## src/rtl/bcd_convert_arbiter.sv

```systemverilog
// Round-robin arbiter that time-shares one binary-to-BCD converter among NREQ requesters.
// Optional conversion watchdog compiled in with `define BCD_ARB_WATCHDOG_EN.
//
// state     | meaning
// ----------+-----------------------------------------------------------
// IDLE      | no conversion in flight; picks next requester from ptr
// ISSUE     | start pulse is on the wire; operand latched in conv_val
// WAIT_CLR  | waits for conv_done to drop, absorbing a stale done
// WAIT_DONE | waits for the fresh conv_done, then captures the result
// DELIVER   | ack pulse cycle; pointer moves past the winner
module bcd_convert_arbiter #(
  parameter int NREQ    = 4,
  parameter int TIMEOUT = 256
) (
  input  logic                 clk,
  input  logic                 reset,
  input  logic [NREQ-1:0]      req,
  input  logic [16*NREQ-1:0]   req_val,
  output logic [NREQ-1:0]      ack,
  output logic [15:0]          res_bcd,
  output logic                 err,
  output logic                 busy,
  output logic                 conv_start,
  output logic [15:0]          conv_val,
  input  logic                 conv_done,
  input  logic [15:0]          conv_bcd
);

  localparam int IW = $clog2(NREQ);

  if (NREQ < 2 || NREQ > 8 || TIMEOUT < 4 || TIMEOUT > 65535) begin : g_param_check
    $error("bcd_convert_arbiter: NREQ or TIMEOUT out of range");
  end

  typedef enum logic [2:0] {
    S_IDLE      = 3'd0,
    S_ISSUE     = 3'd1,
    S_WAIT_CLR  = 3'd2,
    S_WAIT_DONE = 3'd3,
    S_DELIVER   = 3'd4
  } state_t;

  state_t          state, state_nxt;
  logic [IW-1:0]   ptr, ptr_nxt;
  logic [IW-1:0]   gidx, gidx_nxt;
  logic [IW-1:0]   pick_idx, cand;
  logic            pick_vld;
  logic [15:0]     pick_val;
  logic [NREQ-1:0] ack_nxt;
  logic [15:0]     res_nxt, val_nxt;
  logic            start_nxt;
  logic            wd_abort;
  logic            wd_fire;

  // Scan downward so the last hit is the smallest offset from ptr.
  always_comb begin
    pick_vld = 1'b0;
    pick_idx = '0;
    cand     = '0;
    for (int off = NREQ - 1; off >= 0; off--) begin
      cand = IW'((int'(ptr) + off) % NREQ);
      if (req[cand]) begin
        pick_vld = 1'b1;
        pick_idx = cand;
      end
    end
  end

  always_comb begin
    pick_val = '0;
    for (int i = 0; i < NREQ; i++) begin
      if (pick_idx == IW'(i)) pick_val = req_val[16*i +: 16];
    end
  end

`ifdef BCD_ARB_WATCHDOG_EN
  localparam logic [15:0] WD_LOAD = 16'(TIMEOUT - 1);
  logic [15:0] wd_cnt, wd_cnt_nxt;

  // Down-counter loaded in ISSUE; terminal count in a wait state aborts.
  always_comb begin
    wd_cnt_nxt = wd_cnt;
    wd_abort   = 1'b0;
    if (state == S_ISSUE) begin
      wd_cnt_nxt = WD_LOAD;
    end else if (state == S_WAIT_CLR || state == S_WAIT_DONE) begin
      if (wd_cnt == 16'd0) wd_abort = 1'b1;
      else                 wd_cnt_nxt = wd_cnt - 16'd1;
    end
  end

  always_ff @(posedge clk) begin
    if (reset) begin
      wd_cnt <= '0;
      err    <= 1'b0;
    end else begin
      wd_cnt <= wd_cnt_nxt;
      err    <= wd_fire;
    end
  end
`else
  assign wd_abort = 1'b0;
  assign err      = 1'b0;
`endif

  always_comb begin
    state_nxt = state;
    ptr_nxt   = ptr;
    gidx_nxt  = gidx;
    ack_nxt   = '0;
    res_nxt   = res_bcd;
    val_nxt   = conv_val;
    start_nxt = 1'b0;
    wd_fire   = 1'b0;
    case (state)
      S_IDLE: begin
        if (pick_vld) begin
          gidx_nxt  = pick_idx;
          val_nxt   = pick_val;
          start_nxt = 1'b1;
          state_nxt = S_ISSUE;
        end
      end
      S_ISSUE:    state_nxt = S_WAIT_CLR;
      S_WAIT_CLR: if (!conv_done) state_nxt = S_WAIT_DONE;
      S_WAIT_DONE: begin
        if (conv_done) begin
          res_nxt       = conv_bcd;
          ack_nxt[gidx] = 1'b1;
          state_nxt     = S_DELIVER;
        end
      end
      S_DELIVER: begin
        ptr_nxt   = (gidx == IW'(NREQ - 1)) ? '0 : gidx + IW'(1);
        state_nxt = S_IDLE;
      end
      default: state_nxt = S_IDLE;
    endcase
    // A real done in the same cycle as terminal count wins over the abort.
    if (wd_abort && state_nxt != S_DELIVER) begin
      wd_fire       = 1'b1;
      res_nxt       = 16'hFFFF;
      ack_nxt       = '0;
      ack_nxt[gidx] = 1'b1;
      state_nxt     = S_DELIVER;
    end
  end

  always_ff @(posedge clk) begin
    if (reset) begin
      state      <= S_IDLE;
      ptr        <= '0;
      gidx       <= '0;
      ack        <= '0;
      res_bcd    <= '0;
      conv_val   <= '0;
      conv_start <= 1'b0;
      busy       <= 1'b0;
    end else begin
      state      <= state_nxt;
      ptr        <= ptr_nxt;
      gidx       <= gidx_nxt;
      ack        <= ack_nxt;
      res_bcd    <= res_nxt;
      conv_val   <= val_nxt;
      conv_start <= start_nxt;
      busy       <= (state_nxt != S_IDLE);
    end
  end

endmodule

```

## config.mk

```make
export PLATFORM = sky130hd
export DESIGN_NAME = bcd_convert_arbiter
export DESIGN_NICKNAME = d
export VERILOG_FILES = /design/src/rtl/bcd_convert_arbiter.sv
export SDC_FILE = /design/constraint.sdc
export NUM_CORES = 1
export LEC_CHECK = 0
export CAP_MARGIN = 30
export CORE_MARGIN = 2
export CORE_UTILIZATION = 35
export DETAILED_ROUTE_END_ITERATION = 7
export PLACE_DENSITY_LB_ADDON = 0.2
export SLEW_MARGIN = 20
export SYNTH_ARGS = -nofsm -noshare
export SYNTH_HDL_FRONTEND = slang
export SYNTH_SLANG_ARGS = --single-unit
```

## constraint.sdc

```tcl
create_clock -name clk -period 1.9 [get_ports clk]
set_clock_uncertainty 0.1 [all_clocks]
set_input_delay 0.475 -clock clk [delete_from_list [all_inputs] [get_ports clk]]
set_output_delay 0.475 -clock clk [all_outputs]
set_load 0.005 [all_outputs]
```

==> results.cfg <==
[status]
status = completed

[clock_network]
clockRootBuffer = clkbuf_8
htree_levels = 2
hold_buffers = 0
clock_path_buffers = 2
clk_latency_ns = 0.29
clkSlewWorstSetupHoldPaths_ns = 0.09
clock_sinks = 45
cts_tree = yes
cts_buffers = 5

[drt]
vias = 2457
drc = 0
first_pass_iters = 4
first_iter_violations = 89
post_drt_wl_per_cell_um = 14.65
routed_wirelength_um = 7018
antenna_left = 0
viasPerCell = 5.129

[yosys]
synth-warning-count = 0
syn_nets = 352
async_reset_ff_frac = 0
synth_area_um2 = 2265
synth_cells = 261
avgSynthCellArea_um2 = 8.677
ys_ff_latch = 45
synth_top_area_frac = 0.3978
seq_area_frac_synth = 0.3978
yosys.area.top_type = dfxtp_1
synth_cell_types = 33
synth-edff-count = 0
synthTopCellsByArea = dfxtp_1 (40%), mux2i_1 (9.7%), nand2_1 (8.5%)
synth-main-ff-cell = dfxtp_1

[layout]
layout_common_cells = clkdlybuf4s50_1 (120), nand2_1 (50), dfxtp_1 (44)
fin_cells = 479
antenna_cells_inserted = 0
syn_to_final_growth_pct = 76.63
final_common_cell = clkdlybuf4s50_1
fill_cells = 544
design_area_um2 = 4000
drive_above_1_share = 0.1965
finalNetCount = 492

[run]
maxCapViolCount = 0

[place]
portBuffers = 124
dp_cells = 466
place_area_um2 = 3727
gp_congestion = 0.7887
dp_hpwl_um = 5009

[floorplan]
die_area_um2 = 7130
rows = 29
dieWidth_um = 84.44
initial_core_util = 0.3587
core_area_um2 = 6314
dieHeight_um = 84.44
io_pins = 126

[timing]
timing.setup.tns_ns = 0
fin_crit_sh = 0.9711
hold_viol = 0
worstMarginPinSlew_ns = 0.5429
maxSlewHeadroom = 0.6377
fin_crit_ns = 1.845
slew_viol_final = 0
setup_viol = 0
fmax_ghz = 0.5420
holdWs_ns = 0.3573

[global_route]
grt_overflow_total = 0
antenna_found_initial = 0
grt_pass1_vias = 2297
grt_first_pass_wirelength_um = 11030
grt_max_degree = 23
track_usage = 0.1920

[min_path]
hold_path.class = flop to flop
hold_depth = 2

[critical_path]
cp.arrival_ns = 1.96
startpoint_type = input port
required_ns = 2.02
critPathKind = input port to flop
reg2regPathDepth = 4
path_max_fanout = 8
cp-end-kind = flop

[power_and_ir_drop]
p_leak_nw = 1.546
ir_worst_vdd_uv = 324.2
power-per-cell-area_nw_per_um2 = 608.7
-- report_power, final --
part           switching (mW)  leakage [nW]  internal (mW)
Clock                   0.333        0.0512          0.295
Combinational           0.286          1.13          0.463
Sequential             0.0422         0.368           1.02
Total                   0.661          1.55           1.77
-- per-stage QoR --
stage                 util  power (mW)  setup slack (ns)
floorplan                -       1.352          -0.07266
global placement    0.5904       1.751           -0.6048
detailed placement  0.5904       1.757           -0.6416
CTS                 0.6292       2.445          0.004688
global route        0.6336       2.562         -0.009316
finish              0.6336       2.435           0.05495
-- critical path, stage by stage --
cell and delay [ns]:
clkdlybuf4s15_2 0.22, nor4_4 0.06, or4_4 0.42, or3_4 0.37
nand2b_4 0.23, o221ai_1 0.20
-- synthesized netlist by cell type (4+ instances only) --
master,instances
and3_1,5
a21oi_1,23
nand3_1,5
nand2_1,51
clkbuf_1,15
a21o_1,12
nand2b_1,4
o221ai_1,4
dfxtp_1,45
mux2i_1,22
o31ai_1,11
o211ai_2,9
nand4_1,11
ha_1,4
inv_1,4
nor2_1,7
nor3_1,4
-- routing by layer --
| layer | global-route usage | wire length (um) | up-vias |
|---|---|---|---|
| li1 | - | - | 1210 |
| met2 | 0.3153 | 3377 | 101 |
| met5 | 0 | 0 | - |
| met4 | 0.06782 | 144 | 0 |
| met1 | 0.2482 | 3037 | 1136 |
| met3 | 0.04425 | 459 | 10 |
-- flip-flops by register name (all words and copies together) (netlist names) --
name / flops
ack: 4
res_bcd: 16
conv_start: 1
busy: 1
gidx: 2
ptr: 2
state: 3
conv_val: 16
-- path summary, 6_finish.rpt --
check         startpoint            to  slack, ns
max               req[0]  conv_val[13]       0.05
min          res_bcd[13]   res_bcd[13]       0.36
max reg2reg     state[0]  conv_val[13]       0.05
min reg2reg  res_bcd[13]   res_bcd[13]       0.36
-- area by class of cell --
type / instances / area, um2 / share of cell area
repair buffers: 153 / 1514 / 0.3785
inverters: 5 / 18.77 / 0.004692
well taps: 77 / 96.34 / 0.02409
multi-input cells: 191 / 1373 / 0.3431
clock inverters: 2 / 13.76 / 0.003441
clock buffers: 6 / 82.58 / 0.02064
flip-flops and latches: 45 / 902.1 / 0.2255
-- kinds of logic (layout without fill, tap and decap cells) --
logic type | Yosys count | count (layout) | synth area share
and+or+nand+nor | 98 | 99 | 0.2121
AOI/OAI and AO/OA | 65 | 65 | 0.2160
DFF | 45 | 45 | 0.3978
buffers and inverters | 26 | 166 | 0.05303
muxes | 22 | 22 | 0.09724
adders and majority gates | 4 | 4 | 0.02210
other | 1 | 1 | 0.001656
-- timing repair --
action | in CTS | in global routing
setup buffers | 4 | 0
pin swaps | 2 | 2
gates resized for setup | 20 | 21
setup endpoints to repair | 16 | 16
cloned | 3 | 0
No activity file was read; power rests on OpenSTA's default activity.
==> patch (config.mk and constraints unchanged) <==
Set the parameter `NREQ` to 8 (it was 4).
--- a/src/rtl/bcd_convert_arbiter.sv
+++ b/src/rtl/bcd_convert_arbiter.sv
@@ -9,7 +9,7 @@
 // WAIT_DONE | waits for the fresh conv_done, then captures the result
 // DELIVER   | ack pulse cycle; pointer moves past the winner
 module bcd_convert_arbiter #(
-  parameter int NREQ    = 4,
+  parameter int NREQ    = 8,
   parameter int TIMEOUT = 256
 ) (
   input  logic                 clk,
Interface: changed (resized ack, req and req_val); port bits go from 126 to 198. The function was not compared with the original's and may differ.
==> patch against the original RTL <==
The run now ends with negative setup slack left. Area after synthesis rose by 82%. Total power up 56%. Wire length grew to 2.6 times the old value. Sequential cell count grew 6. Clock power rose by 51%. Combinational power increased by 120%. Final area grew 94%. Synthesized cell count increased by 90%. Setup slack worse by 1.7 ns. Critical path type unchanged.
==> patch: results (changes against the original RTL) <==
gp_congestion: 0.933  # +18%
vdd_drop_max_uv: 384  # +18%
synth_compound_area_share_pct: 30.7  # +9.1 points
status: "complete, but fails checks"
fin_setup_tns_ns: -31.77  # -31.77 ns
fin_cells: 912  # +90%
synth-xor-area-share_pct: 1.06  # +1.1 points
grt_pass1_wl_um: 27700  # +150%
vias: 5219  # +110%
cts-resized-gates: 48  # +140%
grt_usage_pct: 27.4  # +8.2 points
violations: "negative setup slack"
slowest_delay_ns: 0.54  # +0.12 ns
synth_mux_area_share_pct: 13.5  # +3.8 points
setup_viol: 22  # +22
port_buffers: 196  # +58%
root_buffer: "clkbuf_16"
cp_top_family: "buffers and inverters"
yosysSeqAreaShare_pct: 24.8  # -15 points
nets: 927  # +88%
cp_max_fo: 11  # +3
ys_top_cells_by_area: "dfxtp_1 25%, mux4_2 7.7%, o211ai_1 6.4%"
critical_path_arrival_ns: 3.61  # +1.65 ns
synth_nets: 656  # +86%
slowest_stage: "mux4_2"
place.detailed.hpwl_um: 13700  # +170%
grt_max_degree: 38  # +65%
ys_top_cells_by_count: "51 x dfxtp_1, 47 x nand2_1, 35 x o211ai_1, 31 x clkbuf_1"
synthCells: 497  # +90%
drt_iter0_markers: 353  # +300%
fin_ws_ns: -1.62  # -1.68 ns
postCtsSetupRepairBufs: 9  # +5
synth.distinct_cells: 54  # +64%
dp_cells: 887  # +90%
[patch: metrics by stage]
| stage | instance area (um^2) | hold slack (ns) |
|---|---|---|
| floorplan | 4230 | 0.353 |
| global placement | 6970 | 0.343 |
| detailed placement | 6970 | 0.349 |
| CTS | 7510 | 0.360 |
| global route | 7740 | 0.380 |
| finish | 7740 | 0.356 |
[patch: metal layers]
layer | up-vias | global-route usage (%) | share of wire, % | wire length, um
met5 | - | 0 | 0 | 0
met4 | 0 | 11.4 | 4.2 | 750
met3 | 45 | 5.18 | 7.1 | 1270
met2 | 248 | 50.6 | 51 | 9170
met1 | 2495 | 30.7 | 38 | 6840
li1 | 2431 | - | - | -
[patch: logic make-up after synthesis]
kind of cell               after synthesis
xor gates and xnor gates                 5
buffers and inverters                   73
other                                    1
adders and majority gates                4
AOI/OAI and AO/OA                      166
and+or+nand+nor                        159
DFF                                     51
muxes                                   38
[patch: area by class of cell]
cell class	count	area (um^2)
fill	961	3720
clock inverter	3	27.5
inverter	22	86.3
multi-input combinational	373	3200
clock buffer	5	125
tap	143	179
sequential	51	1020
timing repair buffer	315	3100
[patch: where the power goes]
group | internal (mW) | switching, mW
logic | 0.969 | 0.692
clock network | 0.501 | 0.447
registers | 1.15 | 0.0498
total | 2.61 | 1.19
[patch: path summary, 6_finish.rpt]
kind                           startpoint                       end  slack, ns
setup reg to reg      ptr[1]$_SDFFE_PP0N_  conv_val[9]$_SDFFE_PP0P_      -1.62
hold / removal    res_bcd[3]$_SDFFE_PP0P_   res_bcd[3]$_SDFFE_PP0P_       0.36
hold reg to reg   res_bcd[3]$_SDFFE_PP0P_   res_bcd[3]$_SDFFE_PP0P_       0.36
setup / recovery                   req[1]  conv_val[9]$_SDFFE_PP0P_      -1.62
